## src/rtl/pipe_adder_pkg.sv

```systemverilog
// pipe_adder_pkg: shared op encodings and flag bit positions for pipe_adder.
package pipe_adder_pkg;

    typedef enum logic [1:0] {
        OP_ADD = 2'b00,
        OP_SUB = 2'b01,
        OP_ADC = 2'b10,
        OP_SBB = 2'b11
    } op_e;

    localparam int FLAG_N = 3;
    localparam int FLAG_Z = 2;
    localparam int FLAG_C = 1;
    localparam int FLAG_V = 0;

endpackage

```

## src/rtl/pipe_adder_stage.sv

```systemverilog
// pipe_adder_stage: adds chunk K of the operands using the carry from the previous stage,
// and registers the running result alongside a single valid bit.
module pipe_adder_stage #(
    parameter int WIDTH  = 32,
    parameter int STAGES = 4,
    parameter int K      = 0
) (
    input  logic             clk,
    input  logic             rst_n,
    input  logic             adv_i,
    input  logic             valid_i,
    input  logic [WIDTH-1:0] a_i,
    input  logic [WIDTH-1:0] b_i,
    input  logic [WIDTH-1:0] s_i,
    input  logic             carry_i,
    input  logic             zero_i,
    output logic             valid_o,
    output logic [WIDTH-1:0] a_o,
    output logic [WIDTH-1:0] b_o,
    output logic [WIDTH-1:0] s_o,
    output logic             carry_o,
    output logic             zero_o
);
    localparam int CW = WIDTH / STAGES;

    logic [CW:0]      chunk_d;
    logic [WIDTH-1:0] s_d;
    logic [WIDTH-1:0] a_q, b_q, s_q;
    logic             valid_q, carry_q, zero_q;

    assign chunk_d = {1'b0, a_i[K*CW +: CW]} + {1'b0, b_i[K*CW +: CW]} + {{CW{1'b0}}, carry_i};

    always_comb begin
        s_d = s_i;
        s_d[K*CW +: CW] = chunk_d[CW-1:0];
    end

    // Datapath only loads with a real operand so idle stages keep their last value.
    always_ff @(posedge clk or negedge rst_n) begin
        if (!rst_n) begin
            valid_q <= 1'b0;
            a_q     <= '0;
            b_q     <= '0;
            s_q     <= '0;
            carry_q <= 1'b0;
            zero_q  <= 1'b0;
        end else if (adv_i) begin
            valid_q <= valid_i;
            if (valid_i) begin
                a_q     <= a_i;
                b_q     <= b_i;
                s_q     <= s_d;
                carry_q <= chunk_d[CW];
                zero_q  <= zero_i && (chunk_d[CW-1:0] == '0);
            end
        end
    end

    assign valid_o = valid_q;
    assign a_o     = a_q;
    assign b_o     = b_q;
    assign s_o     = s_q;
    assign carry_o = carry_q;
    assign zero_o  = zero_q;

endmodule

```

## src/rtl/pipe_adder.sv

```systemverilog
// pipe_adder: valid/ready pipelined ADD/SUB/ADC/SBB, one carry-chain chunk per stage,
// flags {N,Z,C,V} taken from the last stage.
module pipe_adder
    import pipe_adder_pkg::*;
#(
    parameter int WIDTH  = 32,
    parameter int STAGES = 4
) (
    input  logic             clk,
    input  logic             rst_n,
    input  logic             in_valid,
    output logic             in_ready,
    input  logic [WIDTH-1:0] a,
    input  logic [WIDTH-1:0] b,
    input  logic [1:0]       op,
    input  logic             cin,
    output logic             out_valid,
    input  logic             out_ready,
    output logic [WIDTH-1:0] sum,
    output logic [3:0]       flags
);
    logic [WIDTH-1:0] a_w [STAGES+1];
    logic [WIDTH-1:0] b_w [STAGES+1];
    logic [WIDTH-1:0] s_w [STAGES+1];
    logic [STAGES:0]  v_w, c_w, z_w;
    logic [STAGES:0]  adv_w;
    op_e              op_w;

    assign op_w   = op_e'(op);
    assign v_w[0] = in_valid;
    assign a_w[0] = a;
    assign b_w[0] = (op_w == OP_SUB || op_w == OP_SBB) ? ~b : b;
    assign c_w[0] = (op_w == OP_ADD) ? 1'b0 : (op_w == OP_SUB) ? 1'b1 : cin;
    assign s_w[0] = '0;
    assign z_w[0] = 1'b1;

    // Stage k advances when it is empty or the stage after it advances.
    always_comb begin
        adv_w = '0;
        adv_w[STAGES] = out_ready;
        for (int i = STAGES - 1; i >= 0; i--)
            adv_w[i] = !v_w[i+1] || adv_w[i+1];
    end

    for (genvar k = 0; k < STAGES; k++) begin : g_stage
        pipe_adder_stage #(
            .WIDTH  (WIDTH),
            .STAGES (STAGES),
            .K      (k)
        ) u_stage (
            .clk     (clk),
            .rst_n   (rst_n),
            .adv_i   (adv_w[k]),
            .valid_i (v_w[k]),
            .a_i     (a_w[k]),
            .b_i     (b_w[k]),
            .s_i     (s_w[k]),
            .carry_i (c_w[k]),
            .zero_i  (z_w[k]),
            .valid_o (v_w[k+1]),
            .a_o     (a_w[k+1]),
            .b_o     (b_w[k+1]),
            .s_o     (s_w[k+1]),
            .carry_o (c_w[k+1]),
            .zero_o  (z_w[k+1])
        );
    end

    assign in_ready  = adv_w[0];
    assign out_valid = v_w[STAGES];
    assign sum       = s_w[STAGES];

    always_comb begin
        flags = '0;
        flags[FLAG_N] = s_w[STAGES][WIDTH-1];
        flags[FLAG_Z] = z_w[STAGES];
        flags[FLAG_C] = c_w[STAGES];
        flags[FLAG_V] = (a_w[STAGES][WIDTH-1] == b_w[STAGES][WIDTH-1]) &&
                        (s_w[STAGES][WIDTH-1] != a_w[STAGES][WIDTH-1]);
    end

endmodule
```

## config.mk

```make
export PLATFORM = sky130hd
export DESIGN_NAME = pipe_adder
export DESIGN_NICKNAME = d
export VERILOG_FILES = /design/src/rtl/pipe_adder_pkg.sv /design/src/rtl/pipe_adder_stage.sv /design/src/rtl/pipe_adder.sv
export SDC_FILE = /design/constraint.sdc
export NUM_CORES = 1
export LEC_CHECK = 0
export CAP_MARGIN = 20
export CORE_ASPECT_RATIO = 0.75
export CORE_MARGIN = 5
export CORE_UTILIZATION = 23
export CTS_CLUSTER_SIZE = 8
export DETAILED_ROUTE_END_ITERATION = 6
export GPL_TIMING_DRIVEN = 0
export HOLD_SLACK_MARGIN = 0.08
export PLACE_DENSITY_LB_ADDON = 0.08
export SYNTH_ARGS = -nofsm -noshare
export SYNTH_HDL_FRONTEND = slang
export SYNTH_SLANG_ARGS = --single-unit
export TNS_END_PERCENT = 30
```

## constraint.sdc

```tcl
create_clock -name clk -period 3.8 [get_ports clk]
set_clock_uncertainty 0.15 [all_clocks]
set_input_delay 0.76 -clock clk [delete_from_list [all_inputs] [get_ports clk]]
set_output_delay 0.76 -clock clk [all_outputs]
set_load 0.01 [all_outputs]
```

==> results.yml <==
setup_path:
  crit_fanout: 10
  crit_path_end_kind: "flip-flop"
  cp.arrival_ns: 3.65
  required_ns: 3.97
  start_kind: "input port"
  critical_path_class: "input port to flip-flop"
clock_network:
  cts_max_level: 4
  cts_sinks: 190
  cts_buffer_depth: 2
  clk_pin_slew_worst_paths_ns: 0.07
  worstSkewPairLatency_ns: 0.43
  root_buffer: "clkbuf_16"
  cts_buffers: 17
  cts_tree: "built"
  cts_resized: 0
worst_hold_path:
  hold_path_class: "flip-flop to flip-flop"
global_routing:
  antenna_found_initial: 1
  grt_max_degree: 100
  grt_pass1_wl_microns: 35380
  grt_use_total_pct: 11.17
  grt_pass1_vias: 5995
  overflow: 0
final_layout:
  area.growth.synth_to_final_pct: 27.82
  layout.cells.non_filler: 1330
  drive_gt1_share_pct: 23.39
  final_common_cell: "dfrtp_1"
  final_cell_mix: "dfrtp_1 (190), mux2_2 (135), clkdlybuf4s50_1 (106), nand2_1 (56), o21ai_0 (51)"
  n_fill_cell: 3792
  num-nets-final: 919
floorplanning:
  num_io_pins: 109
  die_y_microns: 178.3
  start_util_pct: 23.38
  die_x_microns: 234.5
  rows: 61
  dieArea_sq_um: 41810
  design.core.area_sq_um: 37170
yosys:
  synth_top_area_share_pct: 54.71
  yosys_register_bits: 190
  synth_area_leaders: "dfrtp_1 (55%), mux2_2 (17%), ha_1 (4.0%), xnor2_1 (3.2%), o21ai_0 (2.9%)"
  synth_cell_types: 46
  synthArstFlopShare_pct: 100.0
  synthesis.nets: 790
  yosysWarnings: 0
  syn_area_per_cell_sq_um: 12.72
  synth_edf_count: 0
  ys_seq_area_share_pct: 54.71
  yosysTopAreaCell: "dfrtp_1"
  synth_area_sq_um: 8691
  synthesis.instances: 683
  synth_top_flop_cell: "dfrtp_1"
place:
  hpwlAfterDp_microns: 17670
  io_buffers: 107
  dp.cells: 1296
  place_congestion: 0.8144
routing:
  viasPerCell: 4.145
  wl_microns: 22550
  vias: 5513
  drtIter0Drc: 194
  dr.pass1.iters: 4
  drc_errors: 0
  drtAntennaViolNets: 0
  drt-wirelength-per-cell_microns: 16.95
timing:
  hold_violations: 0
  grt_setup_unrepaired: "no"
  maxSlewHeadroom_pct: 36.83
  tns_ns: 0
  slew_violations: 0
  fin_crit_ns: 3.479
  max_clock_freq_mhz: 287.5
  fin_crit_sh_pct: 91.54
  setup_violations: 0
  tightest_slew_ns: 0.9476
power_and_ir_drop:
  leakage_uw: 0.004664
  ir_worst_vdd_mv: 0.2452
  finalPower_uw: 7880
  power_density_nw_per_um2: 709.4
outcome:
  status: "finished, final reports clean"
flow_run:
  maxCapViolations: 0
[report_power, final]
group	leakage, uW	total [uW]	internal, uW	switching, uW
registers	0.00227	3160	2720	442
logic	0.00208	2760	1480	1280
clock network	0.000313	1960	1080	883
[cell families (layout without fill, tap and decap cells)]
group                      Yosys count  after routing  share of synthesized area (%)
other                                0              1                              0
DFF                                190            190                          54.71
AOI/OAI and AO/OA                  125            125                          9.027
buffers and inverters               47            189                          2.390
muxes                              137            137                          17.72
and+or+nand+nor                     99             99                          5.341
adders and majority gates           36             36                          5.874
xor gates and xnor gates            49             49                          4.938
[layer usage]
| metal | vias up | share of wire, % | global-route usage, % |
|---|---|---|---|
| li1 | 2681 | - | - |
| met1 | 2747 | 51 | 16.07 |
| met2 | 73 | 45 | 17.07 |
| met3 | 12 | 3.2 | 2.546 |
| met4 | 0 | 1.2 | 2.796 |
| met5 | - | 0 | 0 |
[worst max-delay path: stages]
cell and delay [ns]:
clkbuf_1 0.27, clkbuf_2 0.36, xnor2_1 0.18, fa_1 0.22
inv_1 0.05, fa_1 0.42, a211o_1 0.33, a211o_1 0.28
a221o_1 0.36, o2111a_1 0.16, a32o_1 0.25
[cell usage after synthesis (2+ instances only)]
master	instances
a211o_1	3
a211oi_1	4
a21boi_0	6
a21o_1	7
a21oi_1	24
a31oi_1	2
buf_1	5
buf_2	10
buf_4	3
clkbuf_1	11
dfrtp_1	190
fa_1	8
ha_1	28
inv_1	17
mux2_2	135
mux2i_1	2
nand2_1	56
nand2b_1	7
nand3b_1	2
nand4b_1	3
nor2_1	13
nor2b_1	3
nor3_1	4
nor3b_1	3
o2111ai_1	4
o211ai_1	5
o21a_1	2
o21ai_0	51
o311a_1	3
o31ai_1	4
o41ai_1	3
or2_2	4
xnor2_1	32
xor2_1	17
[final timing paths]
check / startpoint / endpoint / slack, ns / depth (start not counted)
setup reg to reg: g_stage[2].u_stage.a_o[24] / g_stage[3].u_stage.zero_o / 1.25 / 8
max in group asynchronous: rst_n / g_stage[2].u_stage.s_o[17] / 1.84 / 4
setup / recovery: op[0] / g_stage[0].u_stage.zero_o / 0.32 / 11
min in group asynchronous: rst_n / g_stage[3].u_stage.s_o[3] / 0.62 / 2
hold reg to reg: g_stage[0].u_stage.b_o[17] / g_stage[0].u_stage.b_o[17] / 0.33 / 2
hold / removal: g_stage[0].u_stage.b_o[17] / g_stage[0].u_stage.b_o[17] / 0.33 / 2
[final cells by class]
| type | count | area [sq um] | area share, % |
|---|---|---|---|
| Sequential cell | 190 | 4755 | 42.80 |
| Multi-Input combinational cell | 446 | 3729 | 33.57 |
| Timing Repair Buffer | 110 | 1141 | 10.27 |
| Tap cell | 504 | 630.6 | 5.677 |
| Clock buffer | 17 | 425.4 | 3.830 |
| Clock inverter | 15 | 216.5 | 1.949 |
| Buffer | 30 | 145.1 | 1.307 |
| Inverter | 17 | 63.81 | 0.5745 |
| Antenna cell | 1 | 2.502 | 0.02253 |
[state kept, by name, summed over array words and instances, names as in the netlist]
signal and flops:
g_stage.u_stage.zero_o 4, g_stage.u_stage.carry_o 4, g_stage.u_stage.a_o 49, g_stage.u_stage.valid_o 4, g_stage.u_stage.s_o 80, g_stage.u_stage.b_o 49
[through the flow]
step	worst slack [ns]	cell area (sq um)	hold slack, ns	util (%)
final	0.3214	11110	0.3326	29.89
after global routing	0.1724	11110	0.3601	29.88
after CTS	0.2913	11110	0.3362	29.88
after detailed placement	-0.1661	10450	0.3184	28.12
after global placement	-6.364	10390	0.3175	27.96
after floorplan	0.1570	8692	0.2931	-
[timing repair]
action,CTS,global route
endpoints found under the hold margin,29,0
hold buffers,1,0
buffers inserted,0,0
endpoints found under the setup margin,0,0
Power figures use the tool's default switching activity.
